[config.mk]
export PLATFORM = sky130hd
export DESIGN_NAME = leds_pattern_gen
export DESIGN_NICKNAME = d
export VERILOG_FILES = /design/src/rtl/leds_pkg.sv /design/src/rtl/leds_prescaler.sv /design/src/rtl/leds_pattern_gen.sv
export SDC_FILE = /design/constraint.sdc
export NUM_CORES = 1
export LEC_CHECK = 0
export ABC_AREA = 1
export CORE_MARGIN = 2
export CORE_UTILIZATION = 55
export CTS_BUF_LIST = sky130_fd_sc_hd__clkbuf_2 sky130_fd_sc_hd__clkbuf_4 sky130_fd_sc_hd__clkbuf_8
export CTS_CLUSTER_DIAMETER = 40
export DETAILED_ROUTE_END_ITERATION = 6
export GPL_TIMING_DRIVEN = 0
export MAX_ROUTING_LAYER = met4
export PLACE_DENSITY_LB_ADDON = 0.15
export SETUP_SLACK_MARGIN = 0.15
export SYNTH_ARGS = -nofsm -noshare
export SYNTH_HDL_FRONTEND = slang
export SYNTH_SLANG_ARGS = --single-unit
[constraint.sdc]
create_clock -name CLK -period 2.6 [get_ports CLK]
set_input_delay 0.65 -clock CLK [delete_from_list [all_inputs] [get_ports CLK]]
set_output_delay 0.65 -clock CLK [all_outputs]
set_load 0.01 [all_outputs]
[src/rtl/leds_pkg.sv]
// Shared types for the LED pattern generator: pattern modes and bounce direction.
package leds_pkg;

  typedef enum logic [1:0] {
    LEDS_OFF    = 2'd0,
    LEDS_BOUNCE = 2'd1,
    LEDS_ROTATE = 2'd2,
    LEDS_BLINK  = 2'd3
  } leds_mode_t;

  typedef enum logic {
    DIR_LEFT  = 1'b0,
    DIR_RIGHT = 1'b1
  } leds_dir_t;

endpackage

[src/rtl/leds_prescaler.sv]
// Programmable prescaler: asserts TICK once every PRESCALE+1 enabled cycles.
// The >= compare lets a lowered PRESCALE take effect at once without overrun.
module leds_prescaler
  import leds_pkg::*;
#(
  parameter int PRESCALE_WIDTH = 24
) (
  input  logic                      CLK,
  input  logic                      RST,
  input  logic                      ENABLE,
  input  logic                      CLEAR,
  input  logic [PRESCALE_WIDTH-1:0] PRESCALE,
  output logic                      TICK
);

  localparam logic [PRESCALE_WIDTH-1:0] CNT_ONE = PRESCALE_WIDTH'(1);

  logic [PRESCALE_WIDTH-1:0] cnt_q, cnt_d;

  // Next count and tick: clear wins, then count enabled cycles up to PRESCALE.
  // NOTE: every signal written here gets a default first, so no path can infer a latch.
  always_comb begin
    cnt_d = cnt_q;
    TICK  = 1'b0;
    if (CLEAR) begin
      cnt_d = '0;
    end else if (ENABLE) begin
      if (cnt_q >= PRESCALE) begin
        TICK  = 1'b1;
        cnt_d = '0;
      end else begin
        cnt_d = cnt_q + CNT_ONE;
      end
    end
  end

  // Count register with synchronous reset.
  // NOTE: sequential state uses <= so every flop samples pre-edge values.
  always_ff @(posedge CLK) begin
    if (RST) begin
      cnt_q <= '0;
    end else begin
      cnt_q <= cnt_d;
    end
  end

endmodule

[src/rtl/leds_pattern_gen.sv]
// LED pattern generator: OFF / BOUNCE / ROTATE / BLINK patterns advanced by a
// programmable prescaler, with registered DATA and a one-cycle STEP pulse.
module leds_pattern_gen
  import leds_pkg::*;
#(
  parameter int NUM_LEDS       = 8,
  parameter int WIN            = 2,
  parameter int PRESCALE_WIDTH = 24
) (
  input  logic                      CLK,
  input  logic                      RST,
  input  logic                      ENABLE,
  input  logic [1:0]                MODE,
  input  logic [PRESCALE_WIDTH-1:0] PRESCALE,
  output logic [NUM_LEDS-1:0]       DATA,
  output logic                      STEP
);

  // Parameter legality is checked while elaborating.
  if (NUM_LEDS < 2) begin : g_bad_num_leds
    $error("leds_pattern_gen: NUM_LEDS must be at least 2");
  end
  if ((WIN < 1) || (WIN > NUM_LEDS)) begin : g_bad_win
    $error("leds_pattern_gen: WIN must satisfy 1 <= WIN <= NUM_LEDS");
  end

  // WIN ones packed at the LSB end, built bit by bit so WIN == NUM_LEDS is legal.
  function automatic logic [NUM_LEDS-1:0] win_init();
    logic [NUM_LEDS-1:0] v;
    v = '0;
    for (int i = 0; i < WIN; i++) begin
      v[i] = 1'b1;
    end
    return v;
  endfunction

  localparam logic [NUM_LEDS-1:0] WIN_INIT = win_init();
  localparam logic [NUM_LEDS-1:0] ALL_ONES = '1;

  leds_mode_t              mode_in;
  leds_mode_t              mode_q, mode_d;
  leds_dir_t               dir_q, dir_d;
  leds_dir_t               bounce_dir;
  logic [NUM_LEDS-1:0]     data_q, data_d;
  logic [NUM_LEDS-1:0]     bounce_data;
  logic                    step_q, step_d;
  logic                    mode_change;
  logic                    presc_clear;
  logic                    tick;

  assign mode_in     = leds_mode_t'(MODE);
  assign mode_change = (mode_in != mode_q);
  // The counter restarts on any load and idles at zero while OFF.
  assign presc_clear = mode_change || (mode_q == LEDS_OFF);

  leds_prescaler #(
    .PRESCALE_WIDTH(PRESCALE_WIDTH)
  ) u_prescaler (
    .CLK     (CLK),
    .RST     (RST),
    .ENABLE  (ENABLE),
    .CLEAR   (presc_clear),
    .PRESCALE(PRESCALE),
    .TICK    (tick)
  );

  // Bounce move: shift one place, then turn around when the window hits an end.
  always_comb begin
    bounce_data = data_q;
    bounce_dir  = dir_q;
    // A full-width window has nowhere to move, so it simply stays lit.
    if (WIN < NUM_LEDS) begin
      bounce_data = (dir_q == DIR_LEFT) ? (data_q << 1) : (data_q >> 1);
      if (bounce_data[NUM_LEDS-1]) begin
        bounce_dir = DIR_RIGHT;
      end else if (bounce_data[0]) begin
        bounce_dir = DIR_LEFT;
      end
    end
  end

  // Next pattern state: a mode change loads the new initial pattern and
  // swallows any coincident tick; otherwise a tick advances the pattern.
  always_comb begin
    mode_d = mode_q;
    data_d = data_q;
    dir_d  = dir_q;
    step_d = 1'b0;
    if (mode_change) begin
      mode_d = mode_in;
      dir_d  = DIR_LEFT;
      unique case (mode_in)
        LEDS_OFF:    data_d = '0;
        LEDS_BOUNCE: data_d = WIN_INIT;
        LEDS_ROTATE: data_d = WIN_INIT;
        LEDS_BLINK:  data_d = ALL_ONES;
        default:     data_d = '0;
      endcase
    end else if (tick) begin
      step_d = 1'b1;
      unique case (mode_q)
        LEDS_BOUNCE: begin
          data_d = bounce_data;
          dir_d  = bounce_dir;
        end
        LEDS_ROTATE: data_d = {data_q[NUM_LEDS-2:0], data_q[NUM_LEDS-1]};
        LEDS_BLINK:  data_d = ~data_q;
        default:     data_d = data_q;
      endcase
    end
  end

  // Pattern, mode, direction and step registers with synchronous reset.
  always_ff @(posedge CLK) begin
    if (RST) begin
      mode_q <= LEDS_OFF;
      dir_q  <= DIR_LEFT;
      data_q <= '0;
      step_q <= 1'b0;
    end else begin
      mode_q <= mode_d;
      dir_q  <= dir_d;
      data_q <= data_d;
      step_q <= step_d;
    end
  end

  assign DATA = data_q;
  assign STEP = step_q;

endmodule

==> metrics.txt, run 1 <==
syn nets 466; most frequent cells in the layout 68 x nand2_1, 56 x inv_1, 52 x nor2_1, 36 x dfxtp_1, 25 x a21oi_1; Die ar. 5450 sq um; hold-critical path depth 2; RSZ-0062 raised after global routing yes; CP max FO 10; Max Slew Vio Count 0; GRT overflow 0; Residual DRC 0; min-delay src u_prescaler.cnt_q[0]; crit start category primary input; Boundary Pins 38; GR Util All Layers 27.7%; Clock Skews 0.00344 ns; Routed WL 7.23 mm; final net count 520; Yosys warning total 0; critical path, cell by cell clkdlybuf4s50_1 -> inv_1 -> ha_1 -> nand2_1 -> nand2_1 -> nand2_1 -> nand2_1 -> nand2_1 -> nand2_2 -> nand2_2 -> nand2_4 -> buf_4 -> o21ai_4 -> nand2_4 -> buf_4 -> nor3_2; post-synthesis register bit count 36; power per cell area 357 nW/um^2; WP buf/inv 4; vias in the first global route 2,616; Yosys cell types 36; initial antenna violation count 0; CP required 2.82 ns; layout cell share with drive strength beyond 1 19.9%; final antenna-violating net count 0; Area Overhead vs Synth 35.6%; placed cell area 3130 sq um; cell row count 25; worst rel slew slack 73.9%; overall die width 73.8 microns; pin count of the biggest net entering global routing 11; Worst-Skew Late Latency 0.29 ns; Worst Hold Class reg -> reg; mapped cell area 2680 sq um; Core ar. 4720 sq um; Layout fillers 357; clock sink total 36; actual slew at the worst max-slew pin 0.391 ns; Detail Placement HPWL 4.75 mm; routed length per instance 13.6 microns; GP Congestion 0.934; crit path DAT 2.66 ns; Avg Cell Area, Syn 6.57 sq um; max-cap violations 0; outcome finished clean; Worst Path Class, Setup in -> reg; TritonCTS clock tree built; slowest cell on the critical path clkdlybuf4s50_1; Tcrit/Tclk final 93.9%; R2R cell count 11; drt pass-1 iters 5; Max Freq 0.410 GHz; H-tree Lvls 2; Worst path max stage delay 0.45 ns; Min-Delay Endpoint u_prescaler.cnt_q[0]; Leakage Power 1.61 nW; Setup Viol. Count Final 0; routed vias 2,886; Initial Util 56.8%; final setup margin 0.160 ns; die height 73.8 microns; Reg-to-Reg End u_prescaler.cnt_q[19]; CP top delay family buffers and inverters; sequential area share after synthesis 26.9%; # diodes 0; pre-CTS WS -0.355 ns; Num CTS Buffers 5; Root Buffer clkbuf_8; FF-to-FF Start u_prescaler.cnt_q[20]; clk slew on worst S/H paths 0.07 ns; VDD IR-drop max 323 uV; first-pass GRT wire length 11.4 mm; IO Port Bufs 36; Vias/cell 5.45; CP endpoint kind flop; register-to-register setup slack 0.40 ns; DRT iter0 DRCs 209; CTS max path bufs 2; WP depth 16; most common cell after layout, fill and taps aside nand2_1; design area 3640 sq um; CP most frequent cell nand2_1; Fin. Hold Viols 0; Period minus WS final 2.44 ns; Syn Inst Count 408
through the flow:
step                      utilization (%)  instances  power (mW)  TNS (ns)  hold slack, ns
after CTS                            72.9        524        1.28         0           0.501
after floorplan                         -        408       0.730         0           0.463
final                                77.0        530        1.30         0           0.496
after detailed placement             66.2        511       0.831     -7.67           0.491
after global placement               66.2        511       0.827     -7.29           0.483
after global routing                 77.0        530        1.36         0           0.511
worst max path at each step:
stage / slack, ns / end / from
after floorplan: 0.42 / DATA[0] / PRESCALE[23]
after global placement: -0.34 / u_prescaler.cnt_q[12] / PRESCALE[11]
after detailed placement: -0.36 / DATA[7] / PRESCALE[23]
after CTS: 0.11 / u_prescaler.cnt_q[22] / PRESCALE[7]
after global routing: 0.08 / u_prescaler.cnt_q[19] / PRESCALE[4]
final: 0.16 / u_prescaler.cnt_q[19] / PRESCALE[8]
cell families after synthesis:
kind of cell,count (synthesis),synth area share [%]
AOI/OAI and AO/OA,69,14.1
buffers and inverters,79,11.7
xor gates and xnor gates,8,2.61
DFF,36,26.9
and+or+nand+nor,187,31.2
adders and majority gates,29,13.5
registers in the layout, indices dropped and copies added, names as in the netlist:
name	flops
DATA	8
STEP	1
dir_q	1
mode_q	2
u_prescaler.cnt_q	24
Yosys cell counts:
library cell | number | share of area (%)
or2_2 | 1 | 0.23
buf_2 | 2 | 0.37
nand2_1 | 77 | 11
a211oi_1 | 3 | 0.84
nor3_1 | 9 | 1.7
clkinv_1 | 1 | 0.14
inv_4 | 1 | 0.23
nor3_4 | 1 | 0.61
nand2_2 | 1 | 0.23
nand4_1 | 9 | 2.1
o21bai_1 | 2 | 0.56
nor3_2 | 1 | 0.37
o22ai_1 | 1 | 0.23
a21boi_1 | 1 | 0.28
o21ai_1 | 1 | 0.19
a31oi_1 | 1 | 0.23
ha_1 | 29 | 14
xnor2_1 | 5 | 1.6
a31o_2 | 1 | 0.33
o21a_1 | 1 | 0.28
inv_1 | 72 | 10
nor2_2 | 5 | 1.2
xor2_1 | 3 | 0.98
o21ai_0 | 21 | 3.9
a21oi_1 | 34 | 6.3
buf_4 | 1 | 0.28
nor2_4 | 1 | 0.42
dfxtp_1 | 36 | 27
clkbuf_1 | 1 | 0.14
a21o_1 | 1 | 0.28
nor2_1 | 54 | 7.6
nand3_1 | 23 | 4.3
nand3_4 | 1 | 0.65
nor3b_1 | 4 | 1.1
o221ai_1 | 2 | 0.65
buf_6 | 1 | 0.42
area by class of cell:
cell class	instances	area [sq um]	share of cell area, %
Timing Repair Buffer	47	454	12.5
Clock buffer	8	97.6	2.68
Multi-Input combinational cell	293	1960	53.9
Buffer	5	38.8	1.07
Inverter	74	280	7.71
Tap cell	67	83.8	2.30
Sequential cell	36	721	19.8
what timing repair did:
action | 4_1_cts | 5_1_grt
buffers inserted | 4 | 6
pin swaps | 30 | 22
setup endpoints to repair | 26 | 28
gates cloned | 1 | 0
resized for setup | 54 | 37
hold buffers | 0 | 0
worst register-to-register path: stages, from the launching register on:
cell and delay [ns]:
dfxtp_1 0.44, ha_1 0.28, nand2_1 0.12, nor2_4 0.05, a21boi_1 0.13, nor2_1 0.19, nand2_4 0.09, buf_4 0.15
o21ai_4 0.19, nand2_4 0.15, buf_4 0.18, nor3_2 0.15
power by group:
group / switching (mW) / internal [mW] / total [mW]
registers: 0.0173 / 0.567 / 0.584
clock network: 0.210 / 0.237 / 0.447
logic: 0.144 / 0.124 / 0.268
per-layer routing:
metal  wire length, microns  share of wire [%]  track usage, %  vias to the layer above
li1                       -                  -               -                     1432
met1                   2950                 41            31.2                     1300
met2                   3630                 50            48.9                      123
met3                    421                5.8            5.49                       31
met4                    228                3.2            8.69                        0
met5                      0                  0               -                        -
No activity file was read; power rests on OpenSTA's default activity.
==> run 2: changes to the inputs <==
--- a/config.mk
+++ b/config.mk
@@ -11,10 +11,11 @@
 export CTS_BUF_LIST = sky130_fd_sc_hd__clkbuf_2 sky130_fd_sc_hd__clkbuf_4 sky130_fd_sc_hd__clkbuf_8
 export CTS_CLUSTER_DIAMETER = 40
 export DETAILED_ROUTE_END_ITERATION = 6
+export GPL_ROUTABILITY_DRIVEN = 0
 export GPL_TIMING_DRIVEN = 0
 export MAX_ROUTING_LAYER = met4
 export PLACE_DENSITY_LB_ADDON = 0.15
-export SETUP_SLACK_MARGIN = 0.15
+export SETUP_SLACK_MARGIN = 0.4
 export SYNTH_ARGS = -nofsm -noshare
 export SYNTH_HDL_FRONTEND = slang
 export SYNTH_SLANG_ARGS = --single-unit
==> metrics.txt, run 2 (synthesized netlist as in run 1, its figures left out) <==
Boundary Pins 38 (unchanged); GR Util All Layers 28.5% (was 27.7%); CTS max path bufs 2 (unchanged); Hold Slack 0.496 ns (about the same); routed vias 2,880 (was 2,886); max reg flops 24 (unchanged); drt pass-1 iters 5 (unchanged); die height 73.8 microns (unchanged); Reg-to-Reg End DATA[7] (was u_prescaler.cnt_q[19]); max-cap violations 0 (unchanged); Root Buffer clkbuf_8 (unchanged); most frequent cells in the layout 68 x nand2_1, 57 x inv_1, 48 x nor2_1, 35 x dfxtp_1, 28 x a21oi_1 (was 68 x nand2_1, 56 x inv_1, 52 x nor2_1, 36 x dfxtp_1, 25 x a21oi_1); Setup Viol. Count Final 0 (unchanged); crit path DAT 2.37 ns (was 2.66 ns); sequential cell area 722 sq um (was 721 sq um); CP required 2.82 ns (about the same); most common cell after layout, fill and taps aside nand2_1 (unchanged); Worst Hold Class reg -> reg (unchanged); Reg with most FFs u_prescaler.cnt_q (unchanged); fin cells 532 (was 530); multi-input logic area 2000 sq um (was 1960 sq um); R2R cell count 13 (was 11); clock sink total 36 (unchanged); Max Freq 0.464 GHz (was 0.410 GHz); min-delay src u_prescaler.cnt_q[0] (unchanged); Finished Core Util 76.8% (was 77.0%); hold-critical path depth 2 (unchanged); Core ar. 4720 sq um (unchanged); TritonCTS clock tree built (unchanged); Initial Util 56.8% (unchanged); vias in the first global route 2,689 (was 2,616); Routed WL 7.27 mm (was 7.23 mm); Layout fillers 339 (was 357); DRT iter0 DRCs 281 (was 209); Tcrit/Tclk final 82.8% (was 93.9%); CP max FO 6 (was 10); outcome finished clean (unchanged); pin count of the biggest net entering global routing 11 (unchanged); layout cell share with drive strength beyond 1 24.7% (was 19.9%); # diodes 0 (unchanged); Period minus WS final 2.15 ns (was 2.44 ns); Leakage Power 1.56 nW (was 1.61 nW); Detail Placement HPWL 4.67 mm (was 4.75 mm); overall die width 73.8 microns (unchanged); Area Overhead vs Synth 35.2% (was 35.6%); Vias/cell 5.41 (was 5.45); hold_buf cts 0 (unchanged); cell count after placement 511 (unchanged); FF-to-FF Start u_prescaler.cnt_q[20] (unchanged); final antenna-violating net count 0 (unchanged); worst rel slew slack 76.5% (was 73.9%); initial antenna violation count 0 (unchanged); routed length per instance 13.7 microns (was 13.6 microns); crit start category primary input (unchanged); Num CTS Buffers 5 (unchanged); total power 1.26 mW (was 1.30 mW); Worst-Skew Late Latency 0.30 ns (was 0.29 ns); clk slew on worst S/H paths 0.08 ns (was 0.07 ns); IO Port Bufs 36 (unchanged); power per cell area 347 nW/um^2 (was 357 nW/um^2); actual slew at the worst max-slew pin 0.350 ns (was 0.391 ns); VDD IR-drop max 358 uV (was 323 uV); cell row count 25 (unchanged); final net count 523 (was 520); Worst Path Class, Setup in -> reg (unchanged); Die ar. 5450 sq um (unchanged); CP endpoint kind flop (unchanged); register-to-register setup slack 0.53 ns (was 0.40 ns); GRT overflow 0 (unchanged); H-tree Lvls 2 (unchanged); Clock Skews 0.00802 ns (was 0.00344 ns); RSZ-0062 raised after global routing yes (unchanged); first-pass GRT wire length 11.7 mm (was 11.4 mm); Min-Delay Endpoint u_prescaler.cnt_q[0] (unchanged); Residual DRC 0 (unchanged); Max Slew Vio Count 0 (unchanged); Fin. Hold Viols 0 (unchanged)
-- run 2: changes by cell type in the layout (fill, tap and decap cells not counted), sizes merged --
| cell | change |
|---|---|
| buf | +11 |
| clkbuf | +2 |
| clkdlybuf4s15 | +2 |
| clkdlybuf4s50 | -3 |
| clkinv | +1 |
| dlygate4sd2 | -4 |
| dlymetal6s2s | -7 |
-- run 2: worst max-delay path by stage --
stage	cells past startpoint	endpoint	startpoint
after floorplan	14	DATA[0]	PRESCALE[23]
after detailed placement	15	u_prescaler.cnt_q[12]	PRESCALE[11]
final	13	u_prescaler.cnt_q[18]	PRESCALE[1]
after global placement	15	u_prescaler.cnt_q[12]	PRESCALE[11]
after CTS	13	DATA[7]	PRESCALE[14]
after global routing	16	DATA[6]	PRESCALE[5]
-- run 2: worst max-delay path, stage by stage --
cell	delay, ns
dlygate4sd2_1	0.23
inv_1	0.08
ha_4	0.20
buf_4	0.13
nand3_2	0.08
nand3_2	0.09
nor2_4	0.12
nor2_4	0.06
buf_4	0.14
o21ai_4	0.19
nand2_4	0.11
buf_12	0.15
a211oi_2	0.14
-- run 2: per-stage QoR --
step	instance area (sq um)	setup TNS (ns)	setup slack, ns
5_1_grt	3630	0	0.352
6_report	3630	0	0.447
3_5_place_dp	3130	-7.37	-0.385
3_3_place_gp	3130	-7.22	-0.336
4_1_cts	3500	0	0.401
2_1_floorplan	2680	0	0.423
-- run 2: repair_timing --
action,CTS,global route
gates resized for setup,93,37
gates cloned,1,0
setup buffers,10,3
pin swaps,53,27
setup endpoints to repair,31,31
endpoints found under the hold margin,0,0
-- run 2: cell type report --
| type | count | share of cell area [%] |
|---|---|---|
| Multi-Input combinational cell | 293 | 55.1 |
| Sequential cell | 36 | 19.9 |
| Timing Repair Buffer | 50 | 11.6 |
| Inverter | 74 | 7.73 |
| Tap cell | 67 | 2.31 |
| Clock buffer | 6 | 2.10 |
| Buffer | 5 | 1.07 |
| Clock inverter | 1 | 0.138 |
-- run 2: per-layer routing --
metal,GRT usage [%],routed length [microns]
met3,4.80,480
met2,50.1,3730
met4,12.1,176
met5,-,0
met1,31.6,2880
-- run 2: power breakdown --
part,switching (mW),internal (mW),total [mW]
logic,0.146,0.122,0.267
registers,0.0180,0.567,0.585
clock network,0.212,0.193,0.405
total,0.376,0.882,1.26
==> run 3: changes to the inputs <==
==> constraint.sdc (replaced) <==
create_clock -name CLK -period 2.3 [get_ports CLK]
set_input_delay 0.575 -clock CLK [delete_from_list [all_inputs] [get_ports CLK]]
set_output_delay 0.575 -clock CLK [all_outputs]
set_load 0.01 [all_outputs]
==> metrics.txt, run 3 (synthesized netlist as in run 1, its figures left out) <==
outcome finished, violations left (was finished clean); failing checks DRC; vias in the first global route 2,816 (was 2,689); Worst Hold Class reg -> reg (unchanged); IO Port Bufs 36 (unchanged); first-pass GRT wire length 12.2 mm (was 11.7 mm); actual slew at the worst max-slew pin 0.364 ns (was 0.350 ns); Routed WL 9.62 mm (was 7.27 mm); WP buf/inv 2 (was 5); Root Buffer clkbuf_8 (unchanged); CP top delay family simple AND/OR/NAND/NOR gates (was buffers and inverters); Core ar. 4720 sq um (unchanged); Max Slew Vio Count 0 (unchanged); max reg flops 24 (unchanged); Setup Viol. Count Final 0 (unchanged); Detail Placement HPWL 4.69 mm (was 4.67 mm); CP max FO 6 (unchanged); CP required 2.50 ns (was 2.82 ns); CP endpoint kind flop (unchanged); routed vias 3,221 (was 2,880); Max Freq 0.476 GHz; Boundary Pins 38 (unchanged); final antenna-violating net count 0 (unchanged); worst rel slew slack 75.7% (was 76.5%); max-cap violations 0 (unchanged); CTS max path bufs 2 (unchanged); die height 73.8 microns (unchanged); TritonCTS clock tree built (unchanged); VDD IR-drop max 295 uV (was 358 uV); Leakage Power 1.70 nW (was 1.56 nW); RSZ-0062 raised after global routing yes (unchanged); clock sink total 36 (unchanged); most frequent cells in the layout 62 x nand2_1, 48 x inv_1, 38 x nor2_1, 23 x a21oi_1, 23 x ha_4 (was 68 x nand2_1, 57 x inv_1, 48 x nor2_1, 35 x dfxtp_1, 28 x a21oi_1); hold_buf cts 0 (unchanged); Num CTS Buffers 5 (unchanged); most common cell after layout, fill and taps aside nand2_1 (unchanged); Setup TNS 0 ns (unchanged); Period minus WS final 2.10 ns; routed length per instance 17.5 microns (was 13.7 microns); Die ar. 5450 sq um (unchanged); Area Overhead vs Synth 53.9% (was 35.2%); Clock Skews 0.0132 ns (was 0.00802 ns); Reg with most FFs u_prescaler.cnt_q (unchanged); H-tree Lvls 2 (unchanged); Initial Util 56.8% (unchanged); register-to-register setup slack 0.20 ns (was 0.53 ns); drt pass-1 iters 7 (was 5); GRT overflow 0 (unchanged); GR Util All Layers 29.5% (was 28.5%); DRT iter0 DRCs 385 (was 281); Residual DRC 1 (was 0); total power 1.54 mW (was 1.26 mW); pin count of the biggest net entering global routing 11 (unchanged); fin cells 549 (was 532); Tcrit/Tclk final 91.4%; Vias/cell 5.87 (was 5.41); initial antenna violation count 0 (unchanged); clk slew on worst S/H paths 0.08 ns (about the same); final setup margin 0.197 ns (was 0.447 ns); pre-CTS WS -0.715 ns (was -0.385 ns); slowest cell on the critical path dfxtp_1 (was dlygate4sd2_1); Worst Path Class, Setup reg -> reg (was in -> reg); critical path, cell by cell ha_4 -> nand2_4 -> inv_1 -> nand2_1 -> nand2_1 -> nand2_1 -> nand2_1 -> nand2_1 -> nand2_2 -> nor2_4 -> nor2_4 -> nand3_4 -> buf_6 -> nand3_1 -> nand2_1 -> nor2_1 (was dlygate4sd2_1 -> inv_1 -> ha_4 -> buf_4 -> nand3_2 -> nand3_2 -> nor2_4 -> nor2_4 -> buf_4 -> o21ai_4 -> nand2_4 -> buf_12 -> a211oi_2); final net count 539 (was 523); Fin. Hold Viols 0 (unchanged); # diodes 0 (unchanged); Layout fillers 239 (was 339); Worst-Skew Late Latency 0.31 ns (was 0.30 ns); Worst path max stage delay 0.53 ns (was 0.23 ns); crit start category flop (was primary input); Finished Core Util 87.4% (was 76.8%); power per cell area 373 nW/um^2 (was 347 nW/um^2); cell count after placement 511 (unchanged); cell row count 25 (unchanged); crit path DAT 2.30 ns (was 2.37 ns); CP most frequent cell nand2_1; layout cell share with drive strength beyond 1 40.9% (was 24.7%); overall die width 73.8 microns (unchanged)
==> run 3: cell count changes in the layout (fill, tap and decap cells not counted), moves of 7 or more <==
cell,before,now
dfxtp_2,1,11
ha_1,15,5
buf_4,11,20
buf_6,5,15
inv_1,57,48
nor2_1,48,38
dfxtp_1,35,19
ha_4,14,23
nor2_2,7,14
==> run 3: cell type report <==
| type | count | area, sq um | share of cell area, % |
|---|---|---|---|
| Buffer | 5 | 42.5 | 1.03 |
| Multi-Input combinational cell | 294 | 2260 | 54.7 |
| Inverter | 74 | 303 | 7.34 |
| Timing Repair Buffer | 65 | 587 | 14.2 |
| Clock buffer | 8 | 97.6 | 2.36 |
| Tap cell | 67 | 83.8 | 2.03 |
| Sequential cell | 36 | 757 | 18.3 |
==> run 3: per-layer routing <==
metal / track usage, % / wire length [microns]
met1: 33.6 / 3580
met3: 5.62 / 811
met4: 12.7 / 506
met2: 50.2 / 4720
met5: - / 0
==> run 3: where the power goes <==
group | switching, mW | internal, mW | total, mW
clock | 0.250 | 0.268 | 0.518
sequential | 0.0209 | 0.635 | 0.656
combinational | 0.196 | 0.169 | 0.366
total | 0.467 | 1.07 | 1.54
==> run 3: worst register-to-register path: cells and delay by family, from the launching register on <==
kind,cells,cell delay [ns]
and+or+nand+nor,13,1.00
DFF,1,0.53
adders and majority gates,1,0.27
buffers and inverters,2,0.19
==> run 3: final timing paths <==
kind | startpoint | to | cells after the start
min | u_prescaler.cnt_q[16] | u_prescaler.cnt_q[16] | 2
min reg2reg | u_prescaler.cnt_q[16] | u_prescaler.cnt_q[16] | 2
max | u_prescaler.cnt_q[10] | DATA[0] | 16
max reg2reg | u_prescaler.cnt_q[10] | DATA[0] | 16
==> run 3: what timing repair did <==
item	in CTS	in global routing
setup endpoints to repair	34	35
pin swaps	56	59
gates cloned	2	1
resized for setup	136	100
buffers inserted	13	14
==> run 3: stage by stage <==
stage                     cell area (sq um)  hold slack [ns]
after floorplan                        2770            0.463
final                                  4130            0.517
after CTS                              3740            0.510
after global routing                   4130            0.525
after detailed placement               3220            0.503
after global placement                 3220            0.486
